[src/rtl/reflet_irq_ctrl_pkg.sv]
// Shared constants and types for the reflet interrupt controller:
// register offsets, pulser state encoding and line count.
package reflet_irq_ctrl_pkg;

   localparam int NUM_IRQ = 4;

   localparam logic [1:0] REG_PENDING = 2'd0;
   localparam logic [1:0] REG_MASK    = 2'd1;
   localparam logic [1:0] REG_SOFT    = 2'd2;
   localparam logic [1:0] REG_ACTIVE  = 2'd3;

   typedef enum logic [1:0] {
      IDLE  = 2'd0,
      PULSE = 2'd1,
      DONE  = 2'd2
   } pulser_state_t;

   // Counter wide enough to hold pulse_len-1 with one spare bit.
   function automatic int cnt_width(input int len);
      return $clog2(len) + 1;
   endfunction

endpackage

[src/rtl/reflet_irq_pulser.sv]
// Per-line request pulser: one fixed-length pulse per assertion episode
// of 'active'; a started pulse always runs to completion.
module reflet_irq_pulser
   import reflet_irq_ctrl_pkg::*;
#(
   parameter int pulse_len = 5
) (
   input  logic clk,
   input  logic reset,
   input  logic enable,
   input  logic active,
   output logic request
);

   localparam int CW = cnt_width(pulse_len);
   localparam logic [CW-1:0] CNT_LOAD = CW'(pulse_len - 1);
   localparam logic [CW-1:0] CNT_ZERO = {CW{1'b0}};
   localparam logic [CW-1:0] CNT_ONE  = {{(CW-1){1'b0}}, 1'b1};

   pulser_state_t   state_r;
   pulser_state_t   state_next_s;
   logic [CW-1:0]   cnt_r;
   logic [CW-1:0]   cnt_next_s;
   logic            request_r;

   // State, counter and registered request output.
   always_ff @(posedge clk) begin
      if (reset) begin
         state_r   <= IDLE;
         cnt_r     <= CNT_ZERO;
         request_r <= 1'b0;
      end else begin
         state_r   <= state_next_s;
         cnt_r     <= cnt_next_s;
         request_r <= (state_r == PULSE);
      end
   end

   // Next-state and counter logic.
   always_comb begin
      state_next_s = state_r;
      cnt_next_s   = cnt_r;
      case (state_r)
         IDLE: begin
            if (active && enable) begin
               state_next_s = PULSE;
               cnt_next_s   = CNT_LOAD;
            end else begin
               state_next_s = IDLE;
            end
         end
         PULSE: begin
            if (cnt_r == CNT_ZERO) begin
               state_next_s = DONE;
            end else begin
               cnt_next_s = cnt_r - CNT_ONE;
            end
         end
         DONE: begin
            // Stay here until the episode ends, so each episode pulses once.
            if (!active) begin
               state_next_s = IDLE;
            end else begin
               state_next_s = DONE;
            end
         end
         default: begin
            state_next_s = IDLE;
            cnt_next_s   = CNT_ZERO;
         end
      endcase
   end

   assign request = request_r;

endmodule

[src/rtl/reflet_irq_ctrl.sv]
// Memory-mapped interrupt controller for reflet_cpu: edge capture, pending/mask
// registers with W1C and soft-set, and one request pulser per line.
module reflet_irq_ctrl
   import reflet_irq_ctrl_pkg::*;
#(
   parameter int                  wordsize  = 16,
   parameter logic [wordsize-1:0] base_addr = 16'hFF00,
   parameter int                  pulse_len = 5
) (
   input  logic                clk,
   input  logic                reset,
   input  logic                enable,
   input  logic [wordsize-1:0] addr,
   input  logic [wordsize-1:0] data_in,
   input  logic                write_en,
   output logic [wordsize-1:0] data_out,
   input  logic [NUM_IRQ-1:0]  irq_src,
   output logic [NUM_IRQ-1:0]  interrupt_request
);

   logic [NUM_IRQ-1:0]  prev_r;
   logic [NUM_IRQ-1:0]  pending_r;
   logic [NUM_IRQ-1:0]  mask_r;
   logic [wordsize-1:0] data_out_r;

   logic                hit_s;
   logic                wr_s;
   logic [1:0]          offset_s;
   logic [NUM_IRQ-1:0]  rise_s;
   logic [NUM_IRQ-1:0]  clr_s;
   logic [NUM_IRQ-1:0]  soft_s;
   logic [NUM_IRQ-1:0]  mask_next_s;
   logic [NUM_IRQ-1:0]  pending_next_s;
   logic [NUM_IRQ-1:0]  rd_s;
   logic [NUM_IRQ-1:0]  active_s;
   logic [NUM_IRQ-1:0]  request_s;
   logic                unused_data_s;

   // Address decode, register write effects and read mux.
   always_comb begin
      hit_s       = (addr[wordsize-1:2] == base_addr[wordsize-1:2]);
      offset_s    = addr[1:0];
      wr_s        = write_en & enable & hit_s;
      rise_s      = irq_src & ~prev_r;
      clr_s       = 4'b0000;
      soft_s      = 4'b0000;
      mask_next_s = mask_r;
      rd_s        = 4'b0000;
      case (offset_s)
         REG_PENDING: begin
            rd_s = pending_r;
            if (wr_s) begin
               clr_s = data_in[NUM_IRQ-1:0];
            end else begin
               clr_s = 4'b0000;
            end
         end
         REG_MASK: begin
            rd_s = mask_r;
            if (wr_s) begin
               mask_next_s = data_in[NUM_IRQ-1:0];
            end else begin
               mask_next_s = mask_r;
            end
         end
         REG_SOFT: begin
            if (wr_s) begin
               soft_s = data_in[NUM_IRQ-1:0];
            end else begin
               soft_s = 4'b0000;
            end
         end
         REG_ACTIVE: begin
            rd_s = pending_r & mask_r;
         end
         default: begin
            rd_s = 4'b0000;
         end
      endcase
      // Setting terms are OR-ed last so a same-cycle set beats a clear.
      pending_next_s = (pending_r & ~clr_s) | rise_s | soft_s;
   end

   assign active_s      = pending_r & mask_r;
   assign unused_data_s = ^data_in[wordsize-1:NUM_IRQ];

   // History starts all-ones so lines held high through reset do not fire.
   always_ff @(posedge clk) begin
      if (reset) begin
         prev_r     <= 4'b1111;
         pending_r  <= 4'b0000;
         mask_r     <= 4'b0000;
         data_out_r <= {wordsize{1'b0}};
      end else begin
         prev_r     <= irq_src;
         pending_r  <= pending_next_s;
         mask_r     <= mask_next_s;
         data_out_r <= hit_s ? {{(wordsize-NUM_IRQ){1'b0}}, rd_s} : {wordsize{1'b0}};
      end
   end

   genvar g;
   generate
      for (g = 0; g < NUM_IRQ; g++) begin : g_pulser
         reflet_irq_pulser #(
            .pulse_len (pulse_len)
         ) u_pulser (
            .clk     (clk),
            .reset   (reset),
            .enable  (enable),
            .active  (active_s[g]),
            .request (request_s[g])
         );
      end
   endgenerate

   assign data_out          = data_out_r;
   assign interrupt_request = request_s;

endmodule

[config.mk]
export PLATFORM = sky130hd
export DESIGN_NAME = reflet_irq_ctrl
export DESIGN_NICKNAME = d
export VERILOG_FILES = /design/src/rtl/reflet_irq_ctrl_pkg.sv /design/src/rtl/reflet_irq_pulser.sv /design/src/rtl/reflet_irq_ctrl.sv
export SDC_FILE = /design/constraint.sdc
export NUM_CORES = 1
export LEC_CHECK = 0
export ABC_AREA = 1
export BUFFER_PORTS_ARGS = -buffer_cell sky130_fd_sc_hd__buf_4
export CAP_MARGIN = 20
export CORE_MARGIN = 4
export CORE_UTILIZATION = 45
export DETAILED_ROUTE_END_ITERATION = 12
export GPL_TIMING_DRIVEN = 0
export PLACE_DENSITY = 0.66
export SYNTH_ARGS = -nofsm -noshare
export SYNTH_HDL_FRONTEND = slang
export SYNTH_SLANG_ARGS = --single-unit
[constraint.sdc]
create_clock -name clk -period 2.5 [get_ports clk]
set_clock_uncertainty 0.05 [all_clocks]
set_input_delay 0.25 -clock clk [delete_from_list [all_inputs] [get_ports clk]]
set_output_delay 0.25 -clock clk [all_outputs]
set_load 0.01 [all_outputs]
==> Word-level counts from Yosys, hierarchy flattened <==
Index checks and enable logic that the tools add are counted.
{ "op_classes": {"addsub": 4, "eq_ne": 24, "n_mux": 32, "n_bitwise": 14, "n_reduce_logical": 19} }
{ "ops": {"columns": ["cell", "n"], "rows": [
  ["case mux 4 bit (3 select lines)", 5],
  ["two-way mux 4 bit", 11],
  ["case mux 2 bit (3 select lines)", 4],
  ["logical NOT 4 bit", 4],
  ["two-way mux 2 bit", 8],
  ["!= test 2 bit (second input constant)", 8],
  ["subtractor 4 x 1 -> 4 bit (second input constant)", 4],
  ["== test 14 bit (second input constant)", 1],
  ["AND 4 bit", 3],
  ["== test 2 bit (second input constant)", 6],
  ["AND reduction 3 bit", 4],
  ["== test 2 x 1 -> 1 bit (second input constant)", 5],
  ["logical NOT 2 bit", 5],
  ["!= test 2 x 1 -> 1 bit (second input constant)", 4],
  ["inverter 4 bit", 2],
  ["bitwise OR 4 bit", 2],
  ["inverter 1 bit", 5],
  ["logical AND 1 bit", 4],
  ["two-way mux 1 bit", 4],
  ["AND 1 bit", 2],
  ["AND reduction 2 bit", 1],
  ["OR reduction 2 bit", 1]
]} }
{ "totals": {"reg_bits": 56, "input_bits": 40, "output_inout_bits": 20, "wordCells": 110} }

==> Depth between registers and ports, before layout <==
Gate-level depths: netlist of the first run.
{ "logic_depth": {"word_depth": 8, "depth_mapped": 10, "mapped_depth_nobuf": 10} }

==> Modules after synthesis <==
A second synthesis of the first run with hierarchy kept.
{ "hier_totals": {"cells_unflattened": 389, "hier_area_um2": 2593.7} }
{ "by_module_without_submodules": {"columns": ["mod", "instances", "cells_per_inst", "area_per_inst_um2", "seq_area_each_um2"], "rows": [
  ["reflet_irq_pulser", 4, 65, 419.2, 140.1],
  ["reflet_irq_ctrl", 1, 129, 917.1, 320.3]
]} }

==> Worst setup path after synthesis of the first run <==
OpenSTA, ideal clock, no wires.
{ "synth_timing": {"kind": "register to register", "startpoint": "reg g_pulser[0].u_pulser.cnt_r[0]", "endpoint": "reg g_pulser[0].u_pulser.cnt_r[3]", "setup_ps": 128, "arrival_ps": 1196, "required_time_ps": 2322, "path_slack_ps": 1126, "stages_incl_launch_ff": 11, "n_path_buf": 0, "period_less_slack_ps": 1374, "cell_sequence": "dfxtp_1 inv_1 ha_1 nor3b_2 nand2_1 nand2_1 nand2_1 inv_2 nor2_1 a21oi_1 nor2_1"} }
{ "synth_between": {"elab_chain_len": 3, "word_cells_on_any_way": 6, "classes_between": "1 x add/sub; 1 x eq/ne; 2 x mux; 2 x reduce/logical"} }
{ "synth_lines": {"columns": ["element", "line", "text"], "rows": [
  ["start, declared", "reflet_irq_pulser.sv:22", "logic [CW-1:0] cnt_r;"],
  ["start signal, assigned", "reflet_irq_pulser.sv:34", "cnt_r <= cnt_next_s;"],
  ["subtractor 4 x 1 -> 4 bit / logical NOT 4 bit (equally long branches)", "reflet_irq_pulser.sv:56, reflet_irq_pulser.sv:53", null],
  ["two-way mux 4 bit / != test 2 bit (equally long branches)", null, null],
  ["case mux 4 bit (3 select lines) / AND reduction 3 bit (equally long branches)", null, null]
]} }
Parallel ways exist; a longest one is shown, timed or not. The select of a mux whose other input is x is not followed.
A chain may end at the register's enable or synchronous reset.

==> Final worst setup path of the first run <==
Ends and elaborated chain as after synthesis.

==> results.md, run 1 <==
* Fin crit share at roughly 63%
* Synth Warn # at 0
* Cts bufs inserted at 5
* Crit-path max FO at 6
* Synthesized area at 2281 µm²
* Required @ worst endpoint at approximately 2.6 ns
* Chip Height at roughly 79 µm
* Setup slack after layout at slightly above 0.9 ns
* GRT Overall Usage at approximately 15%
* GR Overflow Total at 0
* TritonCTS clock tree: built
* Synth unique cells at 34
* Outcome: finished clean
* FF+latch count, synth at 44
* Largest net degree at the start of global routing at 13
* Final-layout fill cell count at between 400 and 500
* Share of layout cells above drive strength 1 at 22.78%
* Number of routed nets with antenna violations at 0
* Worst path slowest cell: dfxtp_1
* Most used cell, CP: nand2_1
* Critical path class: reg2reg
* Slew Viols, Final at 0
* Crit end category: flip-flop
* Sequential share of the synthesized area at approximately two fifths
* Count leader, synth: nand2_1
* Pwr dens at between 400 and 500 nW/µm²
* Gates resized, CTS repair at 0
* CP Cell Sequence: inv_1 > ha_1 > nor3b_2 > nand2_1 > nand2_1 > nand2_1 > inv_2 > nor2_1 > a21oi_1 > nor2_1
* Max IR drop VDD at ~390 µV
* Cell taking the most area after synthesis: dfxtp_1
* Cells after Synth at between 300 and 400
* Storage element area at approximately 900 µm²
* Minimum clock period after layout at around 1.6 ns
* Routed WL per cell at ~11 µm
* Clock buffer depth at 2
* Via Count at ~2.0k
* Ys flop type: dfxtp_1
* Most instantiated cells after synthesis: nand2_1 (49), dfxtp_1 (44), inv_1 (41)
* IO buf count at 34
* I/O pin total at 60
* Hpwl dp at between 3000 and 4000 µm
* Largest cells by area after synthesis: dfxtp_1 (39%), nand2_1 (8.1%), inv_1 (6.7%), a21oi_1 (5.9%), buf_4 (5.3%)
* Worst skew pair latency at ~0.29 ns
* Cell Rows at 25
* Setup TNS at 0 ns
* Worst path max stage delay at about 0.32 ns
* First-pass GRT wire length at about 7700 µm
* Multi-input logic area at between 1000 and 1500 µm²
* Post-synth EDFFs at 0
* Final-report setup violation count at 0
* Crit path DAT at 1.68 ns
* Drc violations at 0
* P&R area growth vs syn at 21.01%
* Worst slack, placed at roughly 0.94 ns
* Clk slew on worst S/H paths at 0.08 ns
* RePlAce Congestion at 0.7744
* CTS H-tree lvls at 2
* Slew headroom at between 60% and 70%
* Iteration-0 DRC Markers at just under 60
* Async set-reset flop share out of synthesis at 0%
* Syn avg cell area at ~7.4 µm²
* Number of global-route vias before repair at between 1.5k and 2k
* Post-CTS Hold Fix Bufs at 0
* Via density at 4.571
* Ant diodes at 0
* Pleak at 1.272 nW
* RSZ-0062 raised after global routing: no
* Max-cap violations at 0
* Hold Violations, Final at 0
* Worst Tran Pin Value at roughly 0.55 ns
* Area share of the largest cell type after synthesis at around two fifths
* Post-CTS Setup Inserts at 0
* Pre-antenna DRT Iters at 4
* Min-delay worst type: in2reg
* Initial core utilization at between 40% and 50%
* Max frequency at around 640 MHz
* Startpoint types: flip-flop
* Die footprint at between 6000 and 7000 µm²
* Die Span X at about 79 µm
* Routed WL at approximately 4600 µm
* Clock sink count at 44
* Initial antenna violation count at 0
* Nets at 409
* Core area at just under 5000 µm²
* Clock Tree Root: clkbuf_8
[where the power goes]
group | internal [mW] | total [mW] | switching, mW
sequential | 0.707 | 0.711 | 0.00433
clock | 0.287 | 0.519 | 0.232
combinational | 0.0527 | 0.109 | 0.0559
[cell families after synthesis]
family / synth area share (%)
AOI/OAI and AO/OA: 13.55
xor gates and xnor gates: 1.920
adders and majority gates: 4.389
buffers and inverters: 14.54
DFF: 38.62
other: 0.1644
and+or+nand+nor: 26.82
[worst max-delay path, delay by kind of cell (launching register included)]
| kind | cells | cell delay (ns) |
|---|---|---|
| and+or+nand+nor | 6 | 0.56 |
| DFF | 1 | 0.32 |
| buffers and inverters | 2 | 0.24 |
| adders and majority gates | 1 | 0.16 |
| AOI/OAI and AO/OA | 1 | 0.11 |
[routing by layer]
metal | vias up | share of wire (%) | global-route usage (%)
li1 | 1070 | - | -
met1 | 858 | 48 | 18.31
met2 | 22 | 48 | 26.77
met3 | 2 | 3.6 | 3.288
met4 | 0 | 0.50 | 4.124
met5 | - | 0 | 0
[sequential cells by signal, summed over array words and instances (netlist names)]
register                   flops
g_pulser.u_pulser.request      4
mask_r                         4
g_pulser.u_pulser.cnt_r       16
prev_r                         4
data_out                       4
pending_r                      4
g_pulser.u_pulser.state_r      8
[area by class of cell]
class,count,share of cell area [%]
buffer,21,5.122
clock buffer,5,2.493
clock inverter,1,1.088
inverter,50,6.890
multi-input combinational,205,40.21
sequential,44,31.91
tap,67,3.037
timing repair buffer,34,9.248
[metrics by stage]
step                      hold WS [ns]  util (%)  cell area (µm²)  instances  power (mW)
final                           0.1002     57.30             2760        427       1.339
after global routing           0.09568     57.30             2760        427       1.389
after CTS                      0.09357     57.30             2760        427       1.350
after detailed placement        0.3970     55.25             2661        421      0.8361
after global placement          0.3913     55.25             2661        421      0.8348
after floorplan                 0.3001         -             2322        320      0.7884
[placed cells by master, fill, tap and decap left out, types with 3 or more instances in the layout]
cell type,count
buf_4,50
nand2_1,49
dfxtp_1,44
inv_1,41
nor2_1,32
a21oi_1,27
nand3_1,14
nand4_1,12
conb_1,12
o21ai_1,9
ha_1,8
inv_2,7
nor3_1,5
o21ai_0,5
a21oi_2,5
xor2_1,5
clkbuf_8,5
a211oi_1,4
or2_2,4
clkbuf_1,3
[final timing paths]
path         cells past startpoint  slack, ns                     startpoint                             to
min                              3       0.10                     irq_src[3]                      prev_r[3]
min reg2reg                      2       0.42  g_pulser[3].u_pulser.cnt_r[0]  g_pulser[3].u_pulser.cnt_r[0]
max reg2reg                     10       0.94  g_pulser[0].u_pulser.cnt_r[0]  g_pulser[0].u_pulser.cnt_r[3]
max                             10       0.94  g_pulser[0].u_pulser.cnt_r[0]  g_pulser[0].u_pulser.cnt_r[3]
No activity file was read; power rests on OpenSTA's default activity.
==> run 2, diff against run 1 <==
PLACE_DENSITY = 0.69   (was 0.66)
clock period = 1.4 ns   (was 2.5 ns; I/O delays follow)
==> run 2 against run 1 <==
  * The flow now finishes with violations (setup timing)
  * First-iteration DRC count grew 39%
  * Combinational power grew 88%
  * Total power rose by 66%
  * Flip-flop and latch count did not move
  * Routed wire length rose by 8.9%
  * Clock power increased by 44%
  * Core utilization grew 4.6 points
  * Sequential share of layout area down 2.2 points
  * Critical path depth unchanged
  * Clock-buffer cell count rose by 1
  * Final cell count grew 4.0%
  * Critical endpoint unchanged
  * Largest cell class unchanged
==> results.md, run 2 (synthesis gave the netlist of run 1 again) <==
* Outcome: finished with violations
* Failing checks: setup timing
* Pre-antenna DRT Iters at 4
* Clock share of power at between 30 and 40%
* Pleak at 1.354 nW
* Worst path slowest cell: dfxtp_2
* Sw Share at 23.27%
* Reg2reg start: g_pulser[0].u_pulser.cnt_r[0]
* P&R area growth vs syn at 30.72%
* IO buf count at 34
* Routed WL at between 4000 and 5000 µm
* Hold Path Cell Cnt at 4
* Initial antenna violation count at 0
* Chip Height at about 80 µm
* Number of global-route vias before repair at 1,896
* GR Overflow Total at 0
* Cts bufs inserted at 5
* Largest register FFs at 16
* Met2 Wirelength at ~2500 µm
* CP Cell Sequence: inv_2 > ha_4 > nor3b_4 > nand2_1 > nand2_1 > nand2_2 > inv_2 > nor2_1 > a21oi_1 > nor2_1
* Met1 wire length at ~2200 µm
* Setup TNS at -0.06112 ns
* Crit path DAT at about 1.6 ns
* Initial core utilization at about 47%
* Die footprint at ~6300 µm²
* Hold Path Origin: data_in[2]
* Final-layout fill cell count at approximately 450
* Worst path max stage delay at between 0.3 and 0.4 ns
* Reg power frac at between 50% and 60%
* Drc violations at 0
* Clock buffer depth at 2
* Via density at 4.642
* Clk slew on worst S/H paths at ~0.08 ns
* First-pass GRT wire length at about 8000 µm
* Internal power at between 1.5 and 2 mW
* Clock sink count at 44
* Crit-path max FO at 6
* Pwr dens at 744.4 nW/µm²
* Hold EP: pending_r[2]
* Commonest non-fill, non-tap cell in the layout: buf_4
* Cell Rows at 25
* DR top layer: met4
* Number of routed nets with antenna violations at 0
* Hold Slack at around 0.13 ns
* WP buf/inv at 2
* Hpwl dp at between 3000 and 4000 µm
* Required @ worst endpoint at 1.52 ns
* Storage element area at just under 900 µm²
* Share of layout cells above drive strength 1 at roughly a third
* Crit end category: flip-flop
* Ant diodes at 0
* Die Span X at a little under 80 µm
* CTS H-tree lvls at 2
* Max frequency at approximately 690 MHz
* Combinational group share of total power at under 10%
* Final-report setup violation count at 2
* P_sw at about 0.52 mW
* Worst r2r dst: g_pulser[0].u_pulser.cnt_r[3]
* Worst slack, placed at -0.1708 ns
* GRT Overall Usage at between 15 and 20%
* Iteration-0 DRC Markers at about 80
* Slew headroom at between 60 and 70%
* Max IR drop VDD at around 470 µV
* Met3 routed WL at approximately 170 µm
* Fin crit share at 103.0%
* Setup slack after layout at -0.04204 ns
* TritonCTS clock tree: built
* Routed WL per cell at ~11 µm
* Max-cap violations at 0
* Multi-input logic area at roughly 1200 µm²
* Worst Tran Pin Value at between 0.5 and 0.6 ns
* Hold Violations, Final at 0
* Via Count at between 2k and 2.5k
* Minimum clock period after layout at 1.442 ns
* Crit path max-delay family: simple AND/OR/NAND/NOR gates
* RePlAce Congestion at just over 0.8
* Largest net degree at the start of global routing at 13
* Most frequent cells in the layout: buf_4 (61), nand2_1 (44), dfxtp_1 (39)
* Core area at ~4800 µm²
* RSZ-0062 raised after global routing: yes
* Biggest regs: g_pulser.u_pulser.cnt_r: 16 flops, g_pulser.u_pulser.state_r: 8 flops
* Startpoint types: flip-flop
* I/O pin total at 60
* Nets at about 430
* Worst skew pair latency at slightly below 0.3 ns
* Flop-to-flop setup slack at -0.04 ns
* Reg2reg path depth at 10
* Slew Viols, Final at 0
* Min-delay worst type: in2reg
* Biggest register: g_pulser.u_pulser.cnt_r
* Critical path class: reg2reg
* Clock Tree Root: clkbuf_8
## run 2: cell types whose count changed in the layout (fill, tap and decap cells not counted), moves of 3 or more
cell | previous run | this run
buf_4 | 50 | 61
dfxtp_1 | 44 | 39
dfxtp_2 | 0 | 5
dlygate4sd3_1 | 0 | 4
ha_1 | 8 | 4
ha_4 | 0 | 3
inv_1 | 41 | 35
inv_2 | 7 | 13
nand2_1 | 49 | 44
nand2_2 | 1 | 5
o21ai_2 | 0 | 3
## run 2: worst max path at each step
stage                                  startpoint                             to  depth (start not counted)
global route        g_pulser[0].u_pulser.cnt_r[1]  g_pulser[0].u_pulser.cnt_r[3]                         10
finish              g_pulser[0].u_pulser.cnt_r[0]  g_pulser[0].u_pulser.cnt_r[3]                         10
CTS                 g_pulser[0].u_pulser.cnt_r[1]  g_pulser[0].u_pulser.cnt_r[3]                         10
global placement    g_pulser[0].u_pulser.cnt_r[0]  g_pulser[0].u_pulser.cnt_r[3]                         10
detailed placement  g_pulser[0].u_pulser.cnt_r[0]  g_pulser[0].u_pulser.cnt_r[3]                         10
floorplan           g_pulser[0].u_pulser.cnt_r[0]  g_pulser[0].u_pulser.cnt_r[3]                         10
## run 2: cell type report
type	count	share of cell area (%)
multi-input combinational	205	40.66
sequential	44	29.75
timing repair buffer	50	13.05
inverter	50	6.379
buffer	21	4.742
tap	67	2.812
clock buffer	6	2.434
clock inverter	1	0.1679
## run 2: what timing repair did
item | CTS | global route
setup buffers | 7 | 6
pin swaps | 5 | 13
endpoints found under the hold margin | 4 | 0
hold buffers | 4 | 0
setup endpoints to repair | 10 | 16
resized for setup | 10 | 26
## run 2: per-stage QoR
step	util (%)	cells	instance area (µm²)	power (mW)
finish	61.90	444	2982	2.220
global route	61.90	444	2982	2.324
CTS	59.22	439	2853	2.249
detailed placement	55.25	421	2661	1.493
global placement	55.25	421	2661	1.491
floorplan	-	320	2322	1.408
## run 2: layer usage
| layer | global-route usage (%) | up-vias |
|---|---|---|
| met5 | 0 | - |
| met2 | 27.69 | 28 |
| met3 | 3.515 | 6 |
| li1 | - | 1106 |
| met1 | 19.31 | 921 |
| met4 | 5.842 | 0 |
## run 2: power by group through the flow
stage	Clock [mW]	Combinational, mW	Sequential [mW]
final	0.746	0.205	1.27
after global routing	0.824	0.229	1.27
after CTS	0.777	0.203	1.27
after detailed placement	0	0.194	1.30
after global placement	0	0.193	1.30
after floorplan	0	0.111	1.30
## run 2: worst reg2reg max path: stages, from the launching register on
cell     delay [ns]
dfxtp_2        0.33
inv_2          0.08
ha_4           0.13
nor3b_4        0.18
nand2_1        0.09
nand2_1        0.08
nand2_2        0.10
inv_2          0.08
nor2_1         0.04
a21oi_1        0.11
nor2_1         0.05
